### config.mk
export PLATFORM = sky130hd
export DESIGN_NAME = pipe_hazard_ctrl_flat
export DESIGN_NICKNAME = d
export VERILOG_FILES = /design/src/rtl/pipe_ctrl_pkg.sv /design/src/rtl/pipe_hazard_ctrl_if.sv /design/src/rtl/pipe_wait_timer.sv /design/src/rtl/pipe_hazard_ctrl.sv /design/src/flat_wrapper.sv
export SDC_FILE = /design/constraint.sdc
export NUM_CORES = 1
export LEC_CHECK = 0
export CAP_MARGIN = 20
export CORE_UTILIZATION = 38
export DETAILED_ROUTE_END_ITERATION = 6
export PLACE_DENSITY_LB_ADDON = 0.05
export SLEW_MARGIN = 0
export SYNTH_ARGS = -nofsm -noshare
export SYNTH_HDL_FRONTEND = slang
export SYNTH_SLANG_ARGS = --single-unit
### constraint.sdc
create_clock -name clk_HC -period 3.25 [get_ports clk_HC]
set_input_delay 0.65 -clock clk_HC [delete_from_list [all_inputs] [get_ports clk_HC]]
set_output_delay 0.65 -clock clk_HC [all_outputs]
set_load 0.01 [all_outputs]
### src/rtl/pipe_ctrl_pkg.sv
// pipe_ctrl_pkg: shared types and PC-source encodings for the pipeline hazard controller
package pipe_ctrl_pkg;
  typedef enum logic {RUN, MEM_WAIT} state_t;
  localparam logic [1:0] PC_SEL_SEQ = 2'b00;
  localparam logic [1:0] PC_SEL_BR  = 2'b01;
  localparam logic [1:0] PC_SEL_JMP = 2'b10;
endpackage

### src/rtl/pipe_hazard_ctrl_if.sv
// pipe_hazard_ctrl_if: datapath <-> hazard controller signal bundle
interface pipe_hazard_ctrl_if;
  logic [4:0] rs_IFID_HC;
  logic [4:0] rt_IFID_HC;
  logic       MemRead_IDEX_HC;
  logic [4:0] rt_IDEX_HC;
  logic       branch_BF2_HC;
  logic       zf_BF2_HC;
  logic       jump_BF2_HC;
  logic       MemRead_BF2_HC;
  logic       MemWrite_BF2_HC;
  logic       mem_ack_HC;
  logic       pc_we_HC;
  logic [1:0] pc_sel_HC;
  logic       en_IFID_HC, en_IDEX_HC, en_EXMEM_HC, en_MEMWB_HC;
  logic       fl_IFID_HC, fl_IDEX_HC, fl_EXMEM_HC, fl_MEMWB_HC;
  logic       mem_req_HC;
  logic       mem_err_HC;
  modport master (
    output rs_IFID_HC, rt_IFID_HC, MemRead_IDEX_HC, rt_IDEX_HC, branch_BF2_HC, zf_BF2_HC,
           jump_BF2_HC, MemRead_BF2_HC, MemWrite_BF2_HC, mem_ack_HC,
    input  pc_we_HC, pc_sel_HC, en_IFID_HC, en_IDEX_HC, en_EXMEM_HC, en_MEMWB_HC,
           fl_IFID_HC, fl_IDEX_HC, fl_EXMEM_HC, fl_MEMWB_HC, mem_req_HC, mem_err_HC
  );
  modport slave (
    input  rs_IFID_HC, rt_IFID_HC, MemRead_IDEX_HC, rt_IDEX_HC, branch_BF2_HC, zf_BF2_HC,
           jump_BF2_HC, MemRead_BF2_HC, MemWrite_BF2_HC, mem_ack_HC,
    output pc_we_HC, pc_sel_HC, en_IFID_HC, en_IDEX_HC, en_EXMEM_HC, en_MEMWB_HC,
           fl_IFID_HC, fl_IDEX_HC, fl_EXMEM_HC, fl_MEMWB_HC, mem_req_HC, mem_err_HC
  );
endinterface

### src/rtl/pipe_wait_timer.sv
// pipe_wait_timer: counts memory-wait freeze cycles and flags the timeout limit
module pipe_wait_timer #(
  parameter int MEM_TIMEOUT = 16,
  parameter int CNT_W       = 5
) (
  input  logic clk,
  input  logic rst_n,
  input  logic clr,
  input  logic inc,
  output logic expired
);
  logic [CNT_W-1:0] cnt;
  // clear wins over increment so a released wait always restarts from zero
  always_ff @(posedge clk or negedge rst_n)
    if (!rst_n) cnt <= '0;
    else if (clr) cnt <= '0;
    else if (inc) cnt <= cnt + 1'b1;
  assign expired = cnt == CNT_W'(MEM_TIMEOUT);
endmodule

### src/rtl/pipe_hazard_ctrl.sv
// pipe_hazard_ctrl: buffer enable/flush and PC control for the 5-stage pipeline (HC_PERF_CNT_EN adds event counters)
module pipe_hazard_ctrl #(
  parameter int MEM_TIMEOUT = 16,
  parameter int CNT_W       = 5
) (
  input  logic clk_HC,
  input  logic rst_n_HC,
  pipe_hazard_ctrl_if.slave hc
`ifdef HC_PERF_CNT_EN
  ,
  output logic [31:0] cnt_ldstall_HC,
  output logic [31:0] cnt_memwait_HC,
  output logic [31:0] cnt_flush_HC
`endif
);
  import pipe_ctrl_pkg::*;
  state_t state, state_nxt;
  logic mem_op, expired, freeze, redirect, ld_use, timeout;
  pipe_wait_timer #(.MEM_TIMEOUT(MEM_TIMEOUT), .CNT_W(CNT_W)) u_timer (
    .clk(clk_HC), .rst_n(rst_n_HC), .clr(!freeze), .inc(freeze), .expired(expired)
  );
  // state register plus the sticky timeout flag
  always_ff @(posedge clk_HC or negedge rst_n_HC)
    if (!rst_n_HC) begin
      state <= RUN;
      hc.mem_err_HC <= 1'b0;
    end else begin
      state <= state_nxt;
      if (timeout) hc.mem_err_HC <= 1'b1;
    end
  // hazard priority: memory wait, then redirect, then load-use; everything idles while in reset
  always_comb begin
    mem_op = hc.MemRead_BF2_HC | hc.MemWrite_BF2_HC;
    freeze = rst_n_HC & !hc.mem_ack_HC & (state == MEM_WAIT ? !expired : mem_op);
    timeout = state == MEM_WAIT & expired & !hc.mem_ack_HC;
    redirect = rst_n_HC & !freeze & (hc.jump_BF2_HC | (hc.branch_BF2_HC & hc.zf_BF2_HC));
    ld_use = rst_n_HC & !freeze & !redirect & hc.MemRead_IDEX_HC & (|hc.rt_IDEX_HC) &
             (hc.rt_IDEX_HC == hc.rs_IFID_HC | hc.rt_IDEX_HC == hc.rt_IFID_HC);
    state_nxt = freeze ? MEM_WAIT : RUN;
    hc.pc_we_HC = !(freeze | ld_use);
    hc.pc_sel_HC = !redirect ? PC_SEL_SEQ : hc.jump_BF2_HC ? PC_SEL_JMP : PC_SEL_BR;
    hc.en_IFID_HC = !(freeze | ld_use);
    hc.en_IDEX_HC = !freeze;
    hc.en_EXMEM_HC = !freeze;
    hc.en_MEMWB_HC = 1'b1;
    hc.fl_IFID_HC = redirect;
    hc.fl_IDEX_HC = redirect | ld_use;
    hc.fl_EXMEM_HC = redirect;
    hc.fl_MEMWB_HC = freeze;
    hc.mem_req_HC = mem_op & rst_n_HC;
  end
`ifdef HC_PERF_CNT_EN
  // free-running event counters, wrapping naturally at 2^32
  always_ff @(posedge clk_HC or negedge rst_n_HC)
    if (!rst_n_HC) begin
      cnt_ldstall_HC <= '0;
      cnt_memwait_HC <= '0;
      cnt_flush_HC <= '0;
    end else begin
      cnt_ldstall_HC <= cnt_ldstall_HC + 32'(ld_use);
      cnt_memwait_HC <= cnt_memwait_HC + 32'(freeze);
      cnt_flush_HC <= cnt_flush_HC + 32'(redirect);
    end
`endif
endmodule
### src/flat_wrapper.sv
// flat-port wrapper written by rule: the top's interface ports become plain ports
module pipe_hazard_ctrl_flat import pipe_ctrl_pkg::*;
#(
  parameter int MEM_TIMEOUT = 16,
  parameter int CNT_W       = 5
)
  (clk_HC, rst_n_HC, hc_rs_IFID_HC, hc_rt_IFID_HC, hc_MemRead_IDEX_HC, hc_rt_IDEX_HC, hc_branch_BF2_HC, hc_zf_BF2_HC, hc_jump_BF2_HC, hc_MemRead_BF2_HC, hc_MemWrite_BF2_HC, hc_mem_ack_HC, hc_pc_we_HC, hc_pc_sel_HC, hc_en_IFID_HC, hc_en_IDEX_HC, hc_en_EXMEM_HC, hc_en_MEMWB_HC, hc_fl_IFID_HC, hc_fl_IDEX_HC, hc_fl_EXMEM_HC, hc_fl_MEMWB_HC, hc_mem_req_HC, hc_mem_err_HC);
  pipe_hazard_ctrl_if hc_i ();
  input  logic clk_HC;
  input  logic rst_n_HC;
  input wire logic [$bits(hc_i.rs_IFID_HC)-1:0] hc_rs_IFID_HC;
  input wire logic [$bits(hc_i.rt_IFID_HC)-1:0] hc_rt_IFID_HC;
  input wire logic [$bits(hc_i.MemRead_IDEX_HC)-1:0] hc_MemRead_IDEX_HC;
  input wire logic [$bits(hc_i.rt_IDEX_HC)-1:0] hc_rt_IDEX_HC;
  input wire logic [$bits(hc_i.branch_BF2_HC)-1:0] hc_branch_BF2_HC;
  input wire logic [$bits(hc_i.zf_BF2_HC)-1:0] hc_zf_BF2_HC;
  input wire logic [$bits(hc_i.jump_BF2_HC)-1:0] hc_jump_BF2_HC;
  input wire logic [$bits(hc_i.MemRead_BF2_HC)-1:0] hc_MemRead_BF2_HC;
  input wire logic [$bits(hc_i.MemWrite_BF2_HC)-1:0] hc_MemWrite_BF2_HC;
  input wire logic [$bits(hc_i.mem_ack_HC)-1:0] hc_mem_ack_HC;
  output wire logic [$bits(hc_i.pc_we_HC)-1:0] hc_pc_we_HC;
  output wire logic [$bits(hc_i.pc_sel_HC)-1:0] hc_pc_sel_HC;
  output wire logic [$bits(hc_i.en_IFID_HC)-1:0] hc_en_IFID_HC;
  output wire logic [$bits(hc_i.en_IDEX_HC)-1:0] hc_en_IDEX_HC;
  output wire logic [$bits(hc_i.en_EXMEM_HC)-1:0] hc_en_EXMEM_HC;
  output wire logic [$bits(hc_i.en_MEMWB_HC)-1:0] hc_en_MEMWB_HC;
  output wire logic [$bits(hc_i.fl_IFID_HC)-1:0] hc_fl_IFID_HC;
  output wire logic [$bits(hc_i.fl_IDEX_HC)-1:0] hc_fl_IDEX_HC;
  output wire logic [$bits(hc_i.fl_EXMEM_HC)-1:0] hc_fl_EXMEM_HC;
  output wire logic [$bits(hc_i.fl_MEMWB_HC)-1:0] hc_fl_MEMWB_HC;
  output wire logic [$bits(hc_i.mem_req_HC)-1:0] hc_mem_req_HC;
  output wire logic [$bits(hc_i.mem_err_HC)-1:0] hc_mem_err_HC;
  assign hc_i.rs_IFID_HC = hc_rs_IFID_HC;
  assign hc_i.rt_IFID_HC = hc_rt_IFID_HC;
  assign hc_i.MemRead_IDEX_HC = hc_MemRead_IDEX_HC;
  assign hc_i.rt_IDEX_HC = hc_rt_IDEX_HC;
  assign hc_i.branch_BF2_HC = hc_branch_BF2_HC;
  assign hc_i.zf_BF2_HC = hc_zf_BF2_HC;
  assign hc_i.jump_BF2_HC = hc_jump_BF2_HC;
  assign hc_i.MemRead_BF2_HC = hc_MemRead_BF2_HC;
  assign hc_i.MemWrite_BF2_HC = hc_MemWrite_BF2_HC;
  assign hc_i.mem_ack_HC = hc_mem_ack_HC;
  assign hc_pc_we_HC = hc_i.pc_we_HC;
  assign hc_pc_sel_HC = hc_i.pc_sel_HC;
  assign hc_en_IFID_HC = hc_i.en_IFID_HC;
  assign hc_en_IDEX_HC = hc_i.en_IDEX_HC;
  assign hc_en_EXMEM_HC = hc_i.en_EXMEM_HC;
  assign hc_en_MEMWB_HC = hc_i.en_MEMWB_HC;
  assign hc_fl_IFID_HC = hc_i.fl_IFID_HC;
  assign hc_fl_IDEX_HC = hc_i.fl_IDEX_HC;
  assign hc_fl_EXMEM_HC = hc_i.fl_EXMEM_HC;
  assign hc_fl_MEMWB_HC = hc_i.fl_MEMWB_HC;
  assign hc_mem_req_HC = hc_i.mem_req_HC;
  assign hc_mem_err_HC = hc_i.mem_err_HC;
  pipe_hazard_ctrl #(.MEM_TIMEOUT(MEM_TIMEOUT), .CNT_W(CNT_W)) u_core (.clk_HC(clk_HC), .rst_n_HC(rst_n_HC), .hc(hc_i));
endmodule
==> impl_metrics.yaml <==
status:
  status: "finished, final reports clean"
setup_path:
  crit_type: "in2out"
  cpMaxStageDelayCell: "or4_1"
  crit_path_end_kind: "primary output"
  path_cells: "clkdlybuf4s50_1, or4_1, nor2_1, nor3_1, a31o_1, clkdlybuf4s50_1"
  cp_max_fo: 2
  cp.required_ns: 2.60
  max_stage_delay_ns: 0.54
  rr_endpoint: "u_core.u_timer.cnt[1]"
  startpoint_type: "primary input"
  crit_top_cell: "clkdlybuf4s50_1"
  cp.arrival_ns: 2.51
  r2r_cells: 6
  reg2reg_from: "u_core.u_timer.cnt[0]"
  r2r_slack_ns: 1.77
floorplan:
  ioPinCount: 37
  coreArea_sq_um: 1370
  fp.dieArea_sq_um: 1680
  num_rows: 13
  die_y_microns: 41.0
  die_x_microns: 41.0
  start_util_pct: 42.4
hold_path:
  hold_depth: 1
  hold_end: "u_core.hc.mem_err_HC"
  hold_start: "u_core.hc.mem_err_HC"
  hp-class: "reg2reg"
detailed_routing:
  wl_per_cell_microns: 11.3
  firstDrtPassIters: 4
  via_per_inst: 4.68
  drc: 0
  drt-total-wl_mm: 1.28
  drt-initial-drc-count: 2
  num_vias: 533
  ant_nets: 0
timing:
  layout_min_cycle_time_ns: 3.16
  clock_skew_ns: 0.000890
  slew_viol_final: 0
  holdWs_ns: 0.463
  setup_ws_ns: 0.0931
  finalCritPeriodShare_pct: 97.1
  finalSetupTns_ns: 0
  hold_viol_final: 0
  setup_violations: 0
  rsz0062_at_grt: "false"
  fmax_ghz: 0.317
synthesis:
  synth_xor_area_share_pct: 19.7
  synth_compound_area_share_pct: 13.6
  postSynthNetCount: 85
  synth-edff-count: 0
  async_flop_share_pct: 100
  seq_area_frac_synth_pct: 30.2
  ys.flop_type: "dfrtp_1"
  yosysMostFrequentCell: "xnor2_1"
  avgSynthCellArea_sq_um: 9.82
  ys_warn_count: 0
  synth_top_family_by_area: "simple AND/OR/NAND/NOR gates"
  synth.largest_area_cell: "dfrtp_1"
  synthCells: 59
  synth-simple-area-share_pct: 23.8
  syn-cell-area_sq_um: 579
  ys_ff_latch: 7
  synthTopCellsByCount: "xnor2_1 (11), dfrtp_1 (7), nor2_1 (6)"
  muxShareOfSynthArea_pct: 0
  yosysUniqueCellTypes: 26
  synth_area_leaders: "dfrtp_1 (30%), xnor2_1 (17%), buf_4 (5.2%)"
  synthAdderAreaFrac_pct: 4.32
  synth_top_cell_area_share_pct: 30.2
cts:
  path_clk_slew_ns: 0.05
  worstSkewPairLatency_ns: 0.25
  post_cts_buffers: 0
  cts_sinks: 7
  cts-root-buf: "clkbuf_4"
  cts_hold_buf: 0
  clockBufferDepth: 2
  htreeDepth: 1
  numCtsBuffers: 3
  cts_tree: "built"
layout:
  final_util_pct: 72.3
  final_area_sq_um: 987
  multi_input_area_sq_um: 359
  drive_gt1_share_pct: 15.2
  nNetsFinal: 126
  final_cells: 114
  seqCellArea_sq_um: 175
  diodes: 0
  synthToLayoutAreaGrowth_pct: 70.4
  fillers: 120
grt:
  grt-ovfl-total: 0
  antenna_found_initial: 0
  grt_max_degree: 8
  grt_pass1_wl_mm: 1.93
  track_usage_pct: 18.4
  grt_pass1_vias: 485
place:
  gp_congestion: 0.659
  dpl-instance-area_sq_um: 956
  place_hpwl_mm: 1.15
  port_buffers: 35
  pre_cts_slack_ns: 0.0138
  dp.cells: 110
power:
  power.leakage_nw: 0.418
  p_total_mw: 0.262
  powerDensity_nw_per_um2: 265
  ir_drop_mv: 0.204
flow_run:
  maxCapViolCount: 0
[worst max-delay path by stage]
stage               endpoint  slack, ns          startpoint
6_report       hc_fl_IDEX_HC       0.09    hc_rt_IDEX_HC[1]
5_1_grt        hc_fl_IDEX_HC      0.008    hc_rt_IDEX_HC[1]
4_1_cts        hc_en_IFID_HC       0.01    hc_rt_IDEX_HC[1]
3_5_place_dp   hc_en_IFID_HC       0.01    hc_rt_IDEX_HC[1]
3_3_place_gp   hc_en_IFID_HC       0.13    hc_rt_IDEX_HC[1]
2_1_floorplan    hc_pc_we_HC       0.79  hc_MemWrite_BF2_HC
[metal layers]
layer  vias to the layer above  global-route usage (%)  routed length, microns
met5                         -                       0                       0
met4                         0                    5.00                       0
met3                         0                    8.15                      84
met2                        24                    32.8                     718
met1                       234                    19.3                     482
li1                        275                       -                       -
[cell families after synthesis]
group | count (synthesis)
compound gates | 7
buf+inv | 8
other cells | 1
fa+ha+maj | 2
flops | 7
xor+xnor | 13
simple gates | 21
[placed cells by master (no fill, tap or decap), types with 2 or more instances in the layout]
cell,count
clkdlybuf4s50_1,33
xnor2_1,11
dfrtp_1,7
nor2_1,6
buf_4,5
inv_1,4
nand3_1,4
clkbuf_4,3
xor2_1,2
nand2_1,2
ha_1,2
dlymetal6s2s_1,2
[repair_timing]
action	4_1_cts	5_1_grt
endpoints found under the hold margin	0	0
endpoints found under the setup margin	0	2
resized for setup	0	2
[where the power goes]
part	leakage [nW]	internal [mW]	switching (mW)
clock	0.0150	0.0470	0.0338
sequential	0.0961	0.0890	0.00177
combinational	0.307	0.0582	0.0321
total	0.418	0.194	0.0677
[registers in the layout, summed over array words and instances, names as in the netlist]
signal	cells
u_core.hc.mem_err_HC	1
u_core.state	1
u_core.u_timer.cnt	5
[layout make-up]
cell class	count	share of cell area (%)
inverters	4	1.52
repair buffers	40	39.8
well taps	15	1.90
clock buffers	4	2.66
multi-input cells	44	36.4
flip-flops and latches	7	17.7
[critical path: cells and delay by family]
kind	cells	cell delay [ns]
AOI/OAI and AO/OA	1	0.22
buffers and inverters	2	0.90
and+or+nand+nor	3	0.74
(Power assumes the default switching activity.)
